===== config.mk =====
export PLATFORM = sky130hd
export DESIGN_NAME = mem_port_arbiter
export DESIGN_NICKNAME = d
export VERILOG_FILES = /design/src/rtl/mem_port_arbiter.sv
export SDC_FILE = /design/constraint.sdc
export NUM_CORES = 1
export LEC_CHECK = 0
export CORE_AREA = 2 2 120 122
export CTS_CLUSTER_DIAMETER = 80
export DETAILED_ROUTE_END_ITERATION = 10
export DIE_AREA = 0 0 122 124
export PLACE_DENSITY = 0.75
export REMOVE_ABC_BUFFERS = 1
export SLEW_MARGIN = 20
export SYNTH_ARGS = -nofsm -noshare
export SYNTH_HDL_FRONTEND = slang
export SYNTH_SLANG_ARGS = --single-unit

===== constraint.sdc =====
create_clock -name clk -period 3.1 [get_ports clk]
set_input_delay 0.93 -clock clk [delete_from_list [all_inputs] [get_ports clk]]
set_output_delay 0.93 -clock clk [all_outputs]
set_load 0.02 [all_outputs]

===== src/rtl/mem_port_arbiter.sv =====
// ---------------------------------------------------------------------------
// mem_port_arbiter
//
// Shares the single CPU-side port of the memory controller between
// instruction fetch (channel 0) and load/store (channel 1). At most one
// downstream transaction is in flight. The winning request is copied into
// local registers when it is granted, so later requester changes do not
// disturb the in-flight transaction. The completion pulse and read data are
// routed back to the granted channel only.
//
// Build option:
//   MEM_ARB_RR_EN defined   : round-robin on a tie (last-grant register kept,
//                             resets to 1 so channel 0 wins the first tie)
//   MEM_ARB_RR_EN undefined : fixed priority, channel 1 wins every tie
//
// Ports:
//   clk, rst        system clock, synchronous active-high reset
//   req_rw_flag_i   {ch1,ch0} 2-bit commands: 00 idle, 01 read, 10 write,
//                   11 idle
//   req_addr_i      {ch1,ch0} addresses
//   req_w_data_i    {ch1,ch0} write data
//   req_w_mask_i    {ch1,ch0} byte-enable masks
//   req_r_data_o    {ch1,ch0} read data, valid with that channel's done
//   req_busy_o      both bits set whenever the arbiter is not idle
//   req_done_o      one-cycle completion pulse for the granted channel
//   mem_rw_flag_o   downstream command, nonzero for one cycle per transaction
//   mem_addr_o      downstream address (registered)
//   mem_w_data_o    downstream write data (registered)
//   mem_w_mask_o    downstream byte mask (registered)
//   mem_r_data_i    downstream read data, valid with mem_done_i
//   mem_busy_i      downstream cannot take a command this cycle
//   mem_done_i      downstream completion pulse
// ---------------------------------------------------------------------------
module mem_port_arbiter #(
  parameter int ADDR_W = 32,
  parameter int DATA_W = 32
) (
  input  logic                clk,
  input  logic                rst,
  input  logic [3:0]          req_rw_flag_i,
  input  logic [2*ADDR_W-1:0] req_addr_i,
  input  logic [2*DATA_W-1:0] req_w_data_i,
  input  logic [7:0]          req_w_mask_i,
  output logic [2*DATA_W-1:0] req_r_data_o,
  output logic [1:0]          req_busy_o,
  output logic [1:0]          req_done_o,
  output logic [1:0]          mem_rw_flag_o,
  output logic [ADDR_W-1:0]   mem_addr_o,
  output logic [DATA_W-1:0]   mem_w_data_o,
  output logic [3:0]          mem_w_mask_o,
  input  logic [DATA_W-1:0]   mem_r_data_i,
  input  logic                mem_busy_i,
  input  logic                mem_done_i
);

  typedef enum logic [1:0] {
    ST_IDLE  = 2'd0,
    ST_ISSUE = 2'd1,
    ST_WAIT  = 2'd2,
    ST_RESP  = 2'd3
  } state_t;

  state_t              state_r;
  state_t              state_next_s;

  logic [1:0]          req_valid_s;
  logic                grant_sel_s;
  logic                grant_take_s;

  logic                grant_r;
  logic [1:0]          lat_flag_r;
  logic [ADDR_W-1:0]   lat_addr_r;
  logic [DATA_W-1:0]   lat_w_data_r;
  logic [3:0]          lat_w_mask_r;
  logic [DATA_W-1:0]   resp_data_r;

`ifdef MEM_ARB_RR_EN
  logic                last_grant_r;
`endif

  // A channel requests only with a read (01) or write (10); 11 counts as idle.
  function automatic logic flag_is_req(input logic [1:0] flag);
    return (flag == 2'b01) || (flag == 2'b10);
  endfunction

  // Decode per-channel request validity.
  always_comb begin
    req_valid_s    = 2'b00;
    req_valid_s[0] = flag_is_req(req_rw_flag_i[1:0]);
    req_valid_s[1] = flag_is_req(req_rw_flag_i[3:2]);
  end

  // Pick the winning channel; only consulted in IDLE.
  always_comb begin
    grant_sel_s = 1'b0;
    case (req_valid_s)
      2'b01:   grant_sel_s = 1'b0;
      2'b10:   grant_sel_s = 1'b1;
`ifdef MEM_ARB_RR_EN
      2'b11:   grant_sel_s = ~last_grant_r;
`else
      2'b11:   grant_sel_s = 1'b1;
`endif
      default: grant_sel_s = 1'b0;
    endcase
  end

  // A grant is taken in IDLE whenever any channel requests.
  always_comb begin
    grant_take_s = 1'b0;
    if (state_r == ST_IDLE) begin
      grant_take_s = |req_valid_s;
    end else begin
      grant_take_s = 1'b0;
    end
  end

  // State register.
  always_ff @(posedge clk) begin
    if (rst) begin
      state_r <= ST_IDLE;
    end else begin
      state_r <= state_next_s;
    end
  end

  // Next-state logic.
  always_comb begin
    state_next_s = state_r;
    case (state_r)
      ST_IDLE: begin
        if (grant_take_s) begin
          state_next_s = ST_ISSUE;
        end else begin
          state_next_s = ST_IDLE;
        end
      end
      ST_ISSUE: begin
        if (!mem_busy_i) begin
          state_next_s = ST_WAIT;
        end else begin
          state_next_s = ST_ISSUE;
        end
      end
      ST_WAIT: begin
        if (mem_done_i) begin
          state_next_s = ST_RESP;
        end else begin
          state_next_s = ST_WAIT;
        end
      end
      ST_RESP: begin
        state_next_s = ST_IDLE;
      end
      default: begin
        state_next_s = ST_IDLE;
      end
    endcase
  end

  // Capture the winner's request on the IDLE->ISSUE transition; these
  // registers directly drive the downstream address/data/mask.
  always_ff @(posedge clk) begin
    if (rst) begin
      grant_r      <= 1'b0;
      lat_flag_r   <= 2'b00;
      lat_addr_r   <= {ADDR_W{1'b0}};
      lat_w_data_r <= {DATA_W{1'b0}};
      lat_w_mask_r <= 4'b0000;
    end else if (grant_take_s) begin
      grant_r      <= grant_sel_s;
      lat_flag_r   <= grant_sel_s ? req_rw_flag_i[3:2] : req_rw_flag_i[1:0];
      lat_addr_r   <= grant_sel_s ? req_addr_i[2*ADDR_W-1:ADDR_W]
                                  : req_addr_i[ADDR_W-1:0];
      lat_w_data_r <= grant_sel_s ? req_w_data_i[2*DATA_W-1:DATA_W]
                                  : req_w_data_i[DATA_W-1:0];
      lat_w_mask_r <= grant_sel_s ? req_w_mask_i[7:4] : req_w_mask_i[3:0];
    end
  end

`ifdef MEM_ARB_RR_EN
  // Remember the most recent grant so the other channel wins the next tie.
  always_ff @(posedge clk) begin
    if (rst) begin
      last_grant_r <= 1'b1;
    end else if (grant_take_s) begin
      last_grant_r <= grant_sel_s;
    end
  end
`endif

  // Response register: downstream read data captured on completion in WAIT.
  // Writes capture it too; the requester simply ignores it.
  always_ff @(posedge clk) begin
    if (rst) begin
      resp_data_r <= {DATA_W{1'b0}};
    end else if ((state_r == ST_WAIT) && mem_done_i) begin
      resp_data_r <= mem_r_data_i;
    end
  end

  // Output decode. The command flag is gated by mem_busy_i in the same cycle
  // so it is nonzero only in the single accepted ISSUE cycle.
  always_comb begin
    mem_rw_flag_o = 2'b00;
    req_done_o    = 2'b00;
    req_r_data_o  = {(2*DATA_W){1'b0}};
    req_busy_o    = {2{state_r != ST_IDLE}};
    case (state_r)
      ST_ISSUE: begin
        if (!mem_busy_i) begin
          mem_rw_flag_o = lat_flag_r;
        end else begin
          mem_rw_flag_o = 2'b00;
        end
      end
      ST_RESP: begin
        if (grant_r) begin
          req_done_o   = 2'b10;
          req_r_data_o = {resp_data_r, {DATA_W{1'b0}}};
        end else begin
          req_done_o   = 2'b01;
          req_r_data_o = {{DATA_W{1'b0}}, resp_data_r};
        end
      end
      default: begin
        mem_rw_flag_o = 2'b00;
      end
    endcase
  end

  assign mem_addr_o   = lat_addr_r;
  assign mem_w_data_o = lat_w_data_r;
  assign mem_w_mask_o = lat_w_mask_r;

endmodule


==> results by group <==
Status
  • Outcome: finished clean

Worst setup path
  • Worst R2R End: mem_w_data_o[5]
  • FF-to-FF path depth: 5
  • Critical path class: reg2out
  • Max stage delay on crit path: 0.62 ns
  • Slowest-stage cell, CP: clkdlybuf4s50_1
  • CP Capture Type: output port
  • Critical path fanouts, max: 33
  • Crit path arrival time: 2.07 ns
  • Worst R2R Setup Slack: 1.28 ns
  • Cell chain of the critical path: inv_1, nor3_2, buf_6, and2_1, clkdlybuf4s50_1
  • Worst path required time: 2.17 ns
  • CP startpoint kind: flip-flop

Hold path
  • Hold Startpoint: resp_data_r[22]
  • Hold Crit Endpoint: resp_data_r[22]
  • Hold Crit Depth: 2
  • Type of the tightest min-delay check: reg2reg

Logic synthesis
  • Synth area leader: dfxtp_1
  • #FFs+latches synth: 105
  • Share of the synthesized area in the top cell type: 0.443
  • Yosys cell types: 23
  • Syn avg cell area: 8.72 um2
  • Post-Syn Area: 0.00474 mm2
  • Post-synth EDFFs: 0
  • Synth async-reset ratio: 0
  • Top_reg_cell synth: dfxtp_1
  • Register area share after synthesis: 0.443
  • Top post-synthesis cells by area: dfxtp_1 (44%), mux2i_1 (15%), a211oi_1 (11%), and2_1 (8.7%), nor2_1 (5.6%)
  • Synth warnings: 0
  • Synth Instances: 544

Timing
  • WHS: 0.460 ns
  • Setup slack after layout: 0.104 ns
  • Final Slew Violations: 0
  • Max Fclk: 334 MHz
  • Final setup vio count: 0
  • Fin. Hold Viols: 0
  • Worst Clk Skew: 0.00598 ns
  • Max-slew headroom: 0.661
  • Final Cycle Share: 0.967
  • RSZ-0062 raised after global routing: no
  • Worst Max-Slew Pin Slew: 0.509 ns
  • Final min period: 3.00 ns

Die
  • Starting Density: 0.346
  • Die width: 122 um
  • Std-Cell Rows: 43
  • Die Ht: 124 um
  • Die area: 0.0151 mm2
  • I/O pin count: 314
  • Core area: 0.0137 mm2

Placed design
  • Placer congestion estimate: 0.853
  • DPL Wire Length: 12100 um
  • Pre-CTS WS: -0.167 ns
  • IO Port Bufs: 313
  • Dpl cells: 999

Detailed routing
  • Drt via density: 4.75
  • Starting DRT DRC Count: 196
  • Via count: 4825
  • First-pass DRT Iterations: 4
  • Wire per inst: 15.3 um
  • Post-route ant nets: 0
  • Final WL: 15500 um
  • # DRC: 0

Finish
  • Filler instances: 1198
  • # diodes: 0
  • Commonest non-fill, non-tap cell in the layout: clkdlybuf4s50_1
  • Final core occ: 0.607
  • Reg area: 0.00210 mm2
  • P&R area growth vs syn: 75.5%
  • Layout cells sized above 1: 0.0347
  • Fin nets: 1006
  • Commonest cells after routing, fill and taps aside: clkdlybuf4s50_1 (301), dfxtp_1 (105), nor2_1 (71)
  • Post-route insts no fill: 1015
  • Multi-input gate area: 0.00243 mm2

Global route
  • Largest net degree at the start of global routing: 72
  • Vias in the first global route: 4573
  • First-pass GRT wire length: 23200 um
  • Total grt overflow: 0
  • Initial antenna violation count: 1
  • Gr usage total: 0.197

Clocking
  • CTS Buffer Depth: 2
  • Hold-fix buffers, CTS: 0
  • H-tree depth: 3
  • CTS buffer count: 9
  • TritonCTS clock tree: built
  • Clock transition at path regs: 0.07 ns
  • Worst-Skew Late Latency: 0.34 ns
  • # resized after CTS: 2
  • Setup Buffers After CTS: 0
  • Clk root buf: clkbuf_16
  • # clock sinks: 105

Power
  • Worst IR drop on VDD: 0.273 mV
  • Power per Cell Area: 470 mW/mm2
  • Clock share of power: 0.273
  • NetSw: 0.00117 W
  • Sequential power share: 0.408
  • Combinational share of power: 0.320
  • Switching Share: 0.300
  • Int Pwr: 0.00274 W
  • Leak Pwr: 3.36 nW

Job
  • Max_cap viols: 0
==> layout make-up <==
class | count | share of cell area
Multi-Input combinational cell | 388 | 0.292
Timing Repair Buffer | 323 | 0.394
Tap cell | 180 | 0.0271
Sequential cell | 105 | 0.252
Inverter | 3 | 0.00135
Clock inverter | 3 | 0.00180
Clock buffer | 13 | 0.0313
==> critical path, delay by kind of cell, from the launching register on <==
| family | cells | cell delay [ns] |
|---|---|---|
| buf+inv | 3 | 0.95 |
| flops | 1 | 0.43 |
| simple gates | 2 | 0.34 |
==> synthesized netlist by cell type, drive strengths merged (2+ instances only) <==
cell    instances
nor3            2
buf            23
xnor2           2
nor2           71
a211oi         69
mux2i          69
and3            2
nand2          64
nand3           2
clkbuf         25
dfxtp         105
and2           66
a21oi          36
inv             3
or2             2
==> registers in the layout, summed over array words and instances (netlist names), named ones only <==
register and cells:
mem_addr_o 32, mem_w_data_o 32, resp_data_r 32, mem_w_mask_o 4
lat_flag_r 2, grant_r 1, state_r 1
==> power by group through the flow <==
stage / Sequential, W / Clock [W] / Combinational, W
floorplan: 0.00179 / 0 / 0.000461
global placement: 0.00162 / 0 / 0.00124
detailed placement: 0.00163 / 0 / 0.00126
CTS: 0.00160 / 0.00110 / 0.00126
global route: 0.00161 / 0.00114 / 0.00135
finish: 0.00159 / 0.00107 / 0.00125
==> metrics by stage <==
step	power [W]	instance area, um2	TNS [ns]
final	0.00391	8330	0
after global routing	0.00411	8330	0
after CTS	0.00396	8300	0
after detailed placement	0.00288	8020	-0.332
after global placement	0.00286	8020	-0.335
after floorplan	0.00225	4520	-324.89
==> worst max-delay path by stage <==
stage / endpoint / cells past startpoint / slack, ns
2_1_floorplan: lat_flag_r[1] / 4 / -4.54
3_3_place_gp: mem_rw_flag_o[0] / 4 / -0.17
3_5_place_dp: mem_rw_flag_o[1] / 4 / -0.17
4_1_cts: req_r_data_o[8] / 5 / 0.002
5_1_grt: req_r_data_o[17] / 5 / 0.004
6_report: req_r_data_o[20] / 5 / 0.10
==> per-layer routing <==
| metal | part of all wire | track usage | vias to the layer above |
|---|---|---|---|
| li1 | - | - | 2435 |
| met1 | 0.38 | 0.215 | 2168 |
| met2 | 0.52 | 0.360 | 204 |
| met3 | 0.085 | 0.0646 | 18 |
| met4 | 0.015 | 0.0618 | 0 |
| met5 | 0 | 0 | - |
==> kinds of logic (layout without fill, tap and decap cells) <==
group / Yosys count / count (layout) / share of synthesized area
compound gates: 107 / 107 / 0.151
xor+xnor: 2 / 2 / 0.00528
fa+ha+maj: 1 / 1 / 0.00211
buf+inv: 51 / 342 / 0.0499
flops: 105 / 105 / 0.443
mux: 69 / 69 / 0.146
simple gates: 209 / 209 / 0.203
(Power assumes the default switching activity.)
